===== config.mk =====
export PLATFORM = sky130hd
export DESIGN_NAME = mux8_scan_ctrl
export DESIGN_NICKNAME = d
export VERILOG_FILES = /design/src/rtl/mux8_scan_ctrl.sv
export SDC_FILE = /design/constraint.sdc
export NUM_CORES = 1
export LEC_CHECK = 0
export CAP_MARGIN = 20
export CORE_ASPECT_RATIO = 1.4
export CORE_MARGIN = 1.5
export CORE_UTILIZATION = 46
export CTS_CLUSTER_DIAMETER = 100
export CTS_CLUSTER_SIZE = 10
export DETAILED_ROUTE_END_ITERATION = 10
export GPL_ROUTABILITY_DRIVEN = 0
export PLACE_DENSITY_LB_ADDON = 0.05
export SETUP_SLACK_MARGIN = 0.05
export SLEW_MARGIN = 20
export SYNTH_ARGS = -nofsm -noshare
export SYNTH_HDL_FRONTEND = slang
export SYNTH_SLANG_ARGS = --single-unit

===== constraint.sdc =====
create_clock -name clk -period 2.5 [get_ports clk]
set_clock_uncertainty 0.05 [all_clocks]
set_input_delay 0.25 -clock clk [delete_from_list [all_inputs] [get_ports clk]]
set_output_delay 0.25 -clock clk [all_outputs]
set_load 0.01 [all_outputs]

===== src/rtl/mux8_scan_ctrl.sv =====
// Serializer that loads a byte onto an 8:1 mux, walks the select through all
// eight positions and turns the sampled mux output into a framed bit stream.
module mux8_scan_ctrl #(
    parameter int MSB_FIRST  = 0,
    parameter int GAP_CYCLES = 0
) (
    input  logic       clk,
    input  logic       rst_n,
    input  logic       in_valid,
    input  logic [7:0] in_data,
    output logic       in_ready,
    input  logic       abort,
    output logic [7:0] mux_i,
    output logic [2:0] mux_s,
    input  logic       mux_y,
    output logic       ser_bit,
    output logic       ser_valid,
    output logic       ser_first,
    output logic       ser_last,
    output logic [1:0] dbg_state
);

    localparam logic [1:0] ST_IDLE  = 2'd0;
    localparam logic [1:0] ST_SHIFT = 2'd1;
    localparam logic [1:0] ST_GAP   = 2'd2;

    // Stepping by 7 modulo 8 is the same as counting down.
    localparam logic [2:0] SEL_START = (MSB_FIRST != 0) ? 3'd7 : 3'd0;
    localparam logic [2:0] SEL_STEP  = (MSB_FIRST != 0) ? 3'd7 : 3'd1;
    localparam logic [3:0] GAP_LOAD  = (GAP_CYCLES > 0) ? 4'(GAP_CYCLES - 1) : 4'd0;

    logic [1:0] state_q, state_d;
    logic [7:0] mux_i_q, mux_i_d;
    logic [2:0] mux_s_q, mux_s_d;
    logic [2:0] bitcnt_q, bitcnt_d;
    logic [3:0] gap_q, gap_d;
    logic       ser_bit_q, ser_bit_d;
    logic       ser_valid_q, ser_valid_d;
    logic       ser_first_q, ser_first_d;
    logic       ser_last_q, ser_last_d;

    // Handshake: a word transfers on a rising edge where in_valid and in_ready
    // are both high and abort is low; in_ready depends on state only.
    assign in_ready  = (state_q == ST_IDLE);
    assign mux_i     = mux_i_q;
    assign mux_s     = mux_s_q;
    assign ser_bit   = ser_bit_q;
    assign ser_valid = ser_valid_q;
    assign ser_first = ser_first_q;
    assign ser_last  = ser_last_q;
    assign dbg_state = state_q;

    always_comb begin
        state_d     = state_q;
        mux_i_d     = mux_i_q;
        mux_s_d     = mux_s_q;
        bitcnt_d    = bitcnt_q;
        gap_d       = gap_q;
        ser_bit_d   = ser_bit_q;
        ser_valid_d = 1'b0;
        ser_first_d = 1'b0;
        ser_last_d  = 1'b0;

        if (abort) begin
            state_d  = ST_IDLE;
            bitcnt_d = 3'd0;
            mux_s_d  = SEL_START;
        end else begin
            case (state_q)
                ST_IDLE: begin
                    if (in_valid) begin
                        mux_i_d  = in_data;
                        mux_s_d  = SEL_START;
                        bitcnt_d = 3'd0;
                        state_d  = ST_SHIFT;
                    end
                end
                ST_SHIFT: begin
                    ser_bit_d   = mux_y;
                    ser_valid_d = 1'b1;
                    ser_first_d = (bitcnt_q == 3'd0);
                    ser_last_d  = (bitcnt_q == 3'd7);
                    bitcnt_d    = bitcnt_q + 3'd1;
                    if (bitcnt_q == 3'd7) begin
                        mux_s_d = SEL_START;
                        if (GAP_CYCLES > 0) begin
                            state_d = ST_GAP;
                            gap_d   = GAP_LOAD;
                        end else begin
                            state_d = ST_IDLE;
                        end
                    end else begin
                        mux_s_d = mux_s_q + SEL_STEP;
                    end
                end
                ST_GAP: begin
                    if (gap_q == 4'd0) begin
                        state_d = ST_IDLE;
                    end else begin
                        gap_d = gap_q - 4'd1;
                    end
                end
                default: begin
                    state_d = ST_IDLE;
                end
            endcase
        end
    end

    always_ff @(posedge clk or negedge rst_n) begin
        if (!rst_n) begin
            state_q     <= ST_IDLE;
            mux_i_q     <= 8'h00;
            mux_s_q     <= SEL_START;
            bitcnt_q    <= 3'd0;
            gap_q       <= 4'd0;
            ser_bit_q   <= 1'b0;
            ser_valid_q <= 1'b0;
            ser_first_q <= 1'b0;
            ser_last_q  <= 1'b0;
        end else begin
            state_q     <= state_d;
            mux_i_q     <= mux_i_d;
            mux_s_q     <= mux_s_d;
            bitcnt_q    <= bitcnt_d;
            gap_q       <= gap_d;
            ser_bit_q   <= ser_bit_d;
            ser_valid_q <= ser_valid_d;
            ser_first_q <= ser_first_d;
            ser_last_q  <= ser_last_d;
        end
    end

endmodule


Word level (Yosys, flattened, before mapping)
Cells that the tools add are included.

operators by class
  $add $sub $neg = 3
  multiply operators = 0
  divide/modulo/power cells = 0
  $lt $le $gt $ge = 0
  equality and inequality tests = 6
  shift-type cells = 0
  muxes and demuxes = 17
  bitwise logic cells = 2
  reduce and logical (&&, ||, !) cells = 9

operators with widths
  cell                                                                   number
  3-bit two-way mux                                                      4
  3-bit case mux with 2 select lines                                     2
  3-bit AND reduction                                                    3
  2-bit two-way mux                                                      4
  3-bit by 1-bit adder with 3-bit output, second input constant          2
  1-bit two-way mux                                                      6
  3-bit != test, second input constant                                   2
  2-bit case mux with 3 select lines                                     1
  4-bit logical NOT                                                      1
  2-bit AND reduction                                                    2
  4-bit by 1-bit subtractor with 4-bit output, second input constant     1
  3-bit equality test, second input constant                             1
  3-bit logical NOT                                                      1
  3-bit by 2-bit != test with 1-bit output, second input constant        1
  3-bit nonzero test                                                     1
  2-bit by 1-bit equality test with 1-bit output, second input constant  1
  2-bit equality test, second input constant                             1
  2-bit logical NOT                                                      1
  1-bit NOT                                                              2

storage, ports and cells
  register bits = 24
  latch bits = 0
  bits in writable memories = 0
  bits in read-only memories = 0
  bits of input ports = 13
  output and inout bits = 18
  word-level logic and storage cells = 46
  memories kept = 0

Longest topological paths before layout
  depth in word-level cells = 4
  depth in mapped cells = 4
  mapped depth without buffers = 4

Worst setup path after synthesis
OpenSTA, ideal clock, no wires.

  path kind = reg2reg
  start point = register bitcnt_q[0]
  end point = register mux_s_q[0], in the netlist mux_s[0]
  library setup time = 0.077 ns
  arrival time = 1.358 ns
  data required time = 2.373 ns
  slack = 1.014 ns
  cell stages (with the launch flop) = 5
  path buffers = 0
  clock period less this slack = 1.486 ns
  path through = dfrtp_1 -> ha_1 -> ha_1 -> or3b_2 -> a21oi_1

on the way
  longest elaborated chain between the ends = 4

ends and longest elaborated chain
  element                             RTL line  text
  start: declaration                  35        logic [2:0] bitcnt_q, bitcnt_d;
  start signal: assignment            125       bitcnt_q <= bitcnt_d;
  3-bit equality test                 84        if (bitcnt_q == 3'd7) begin
  3-bit two-way mux                   84
  3-bit case mux with 2 select lines  69        case (state_q)
  3-bit two-way mux                   64        if (abort) begin
  end signal: assignment              124       mux_s_q <= mux_s_d;
  end: declaration                    34        logic [2:0] mux_s_q, mux_s_d;

No other way between the ends.
A chain may end at the register's enable or synchronous reset.

Final worst setup path
  start point = register state_q[0], in the netlist dbg_state[0]
  end point = output port dbg_state[0]

RTL lines
  element                   RTL line  text
  start: declaration        32        logic [1:0] state_q, state_d;
  start signal: assignment  122       state_q <= state_d;
  end: declaration          20        output logic [1:0] dbg_state

No word-level cell between the ends.

==> impl_results.md <==
- Buf/Inv on CP: 1
- Gate Count Post-Synth: 63
- Avg Inst Size Synth: 13.45 µm²
- LEAKAGE: 0.0005011 µW
- CP max FO: 17
- CP Data Required Time: 2200 ps
- Combinational family with the most area after synthesis: simple AND/OR/NAND/NOR gates
- Post-route DRC: 0
- Arrival time worst endpoint: 1580 ps
- Worst path slowest cell: dfrtp_1
- Hold Slack: 371.0 ps
- Port Buf Inserts: 29
- Largest net degree at the start of global routing: 20
- First-pass GRT wire length: 2187 µm
- Vias in the first global route: 493
- Slew Viols, Final: 0
- Maxcap violations: 0
- Layout cells sized above 1: 0.1935
- P&R area growth vs syn: 37.37%
- Detailed Route Iter0 Violations: 2
- Drt wl/cell: roughly 13 µm
- Die Area: 0.002111 mm²
- Slew @ Worst Pin: 823.6 ps
- CTS Sinks: 19
- Root buffer selected by CTS: clkbuf_4
- Final count of negative-setup-slack endpoints: 0
- Synth Area in Compound Gates: 0.04874
- Post-Syn Area: 847.1 µm²
- CTS Buf Count: 3
- Finished Cell Area: 0.001164 mm²
- I/O pin total: 31
- CP peak stage delay: 660 ps
- Worst path cell trace: clkdlybuf4s50_1
- Vias per std cell: 5.080
- Post-synthesis mux area share: 0.1196
- Unrepaired setup endpoints after global routing: no
- Grt ovf: 0
- Placed Instance Area: between 0.001 and 0.0015 mm²
- Hold WC Path Type: input port to asynchronous set/reset pin
- Final net count: 111
- # rows: 18
- Simple-Gate Fraction of Synth Area: 0.1521
- Register area share after synthesis: 0.5613
- VDD IR max: 0.3821 mV
- DRT antenna net count: 0
- Synth Warn #: 0
- CTS tree: yes
- Min Tclk post-route: 1885 ps
- Number of post-CTS setup repair buffers: 0
- # fillers: 141
- Multi-input gate area: about 330 µm²
- Final hold violations: 0
- PD cells: between 500 and 600 mW/mm²
- First-pass DRT Iterations: 4
- Async SR Flop Fraction: 1.000
- Xor/xnor share of the synthesized area: 0.01034
- Worst-case clock buffer depth: 2
- H-tree lvl count: 1
- Reg clk slew, reported paths: 110 ps
- Die W: 39.27 µm
- Synthesized Nets: 80
- WS Path Type: register to output port
- Die height: 53.78 µm
- Worst-skew pair later-pin latency: 290 ps
- Antenna Cells: 0
- Crit. End Element: output port
- Via count: about 570
- GRT Overall Usage: 0.1613
- Area taken by flip-flops and latches: 475.5 µm²
- Number of synthesized register bits: 19
- CTS-repair resized insts: 0
- Adder-cell share of the synthesized area: 0.05908
- Post-synth EDFFs: 0
- Status: complete, no violations
- Core Region: 0.001757 mm²
- Most used DFF post-synth: dfrtp_1
- Setup TNS Final: 0 ps
- Yosys cell types: 22
- DP HPWL: 1054 µm
- Initial antenna violation count: 0
- Initial core utilization: 0.4822
- Tcrit/Tclk final: 0.7538
- Routed Wire Length: 1434 µm
- Startpoint types: register
- Max_slew headroom: 0.4492
- Crit path max-delay family: flip-flops
- Fmax: 530.6 MHz
- Hold_buf cts: 0
Yosys cell counts (2+ instances only):
cell | instances | share of area
mux2_2 | 9 | 0.12
a21oi_1 | 5 | 0.030
inv_1 | 3 | 0.013
dfrtp_1 | 19 | 0.56
ha_1 | 4 | 0.059
or3b_2 | 3 | 0.031
buf_4 | 2 | 0.018
nand2_1 | 2 | 0.0089
or3b_1 | 3 | 0.031
power breakdown:
part | switching (µW) | leakage, µW | internal, µW
registers | 20.9 | 0.000241 | 341
clock network | 89.9 | 0.0000177 | 59.5
logic | 55.1 | 0.000242 | 104
total | 166 | 0.000501 | 504
area by class of cell:
type                            instances  share of cell area
Clock inverter                          1            0.004301
Clock buffer                            3             0.01935
Timing Repair Buffer                   29              0.2495
Multi-Input combinational cell         38              0.2871
Tap cell                               20             0.02151
Inverter                                3            0.009677
Sequential cell                        19              0.4086
layout by cell type (no fill, tap or decap), types with 2 or more instances in the layout:
cell type and n:
or3b_1 3, dfrtp_1 19, nand2_1 2, clkbuf_4 3, clkdlybuf4s50_1 29, a21oi_1 5, ha_1 4, or3b_2 3
inv_1 3, mux2_2 9
state kept, by name, summed over array words and instances (netlist names):
signal	flops
mux_s	3
dbg_state	1
ser_first	1
mux_i	8
ser_bit	1
ser_valid	1
bitcnt_q	3
ser_last	1
cells by family (layout without fill, tap and decap cells):
logic type      Yosys count  in the layout
flops                    19             19
simple gates             16             16
mux                       9              9
compound gates            7              7
buf+inv                   6             36
fa+ha+maj                 4              4
other cells               1              1
xor+xnor                  1              1
worst paths after layout:
path	endpoint	startpoint	slack, ps	cells after the start
max in group asynchronous	mux_i[3]$_DFFE_PN0P_	rst_n	1520	1
min in group clk	mux_i[4]$_DFFE_PN0P_	mux_i[4]$_DFFE_PN0P_	460	1
max reg2reg	mux_i[5]$_DFFE_PN0P_	dbg_state[0]$_DFFE_PN0P_	900	2
min reg2reg	mux_i[4]$_DFFE_PN0P_	mux_i[4]$_DFFE_PN0P_	460	1
min	bitcnt_q[0]$_DFFE_PN0P_	rst_n	370	1
max	dbg_state[0]	dbg_state[0]$_DFFE_PN0P_	620	1
through the flow:
step           utilization  instances  worst slack (ps)  total power, µW
6_report            0.6624        113             615.4            669.8
5_1_grt             0.6624        113             511.6            712.8
4_1_cts             0.6624        113             574.0            687.6
3_5_place_dp        0.6467        109             588.4            530.5
3_3_place_gp        0.6467        109             633.4            525.4
2_1_floorplan            -         63              1014            432.4
metal layers:
layer	global-route usage	share of wire	vias up
met1	0.1757	0.41	272
met3	0.04132	0.062	2
met4	0.1207	0.013	0
met2	0.2611	0.52	21
met5	0	0	-
li1	-	-	279
(Power assumes the default switching activity.)
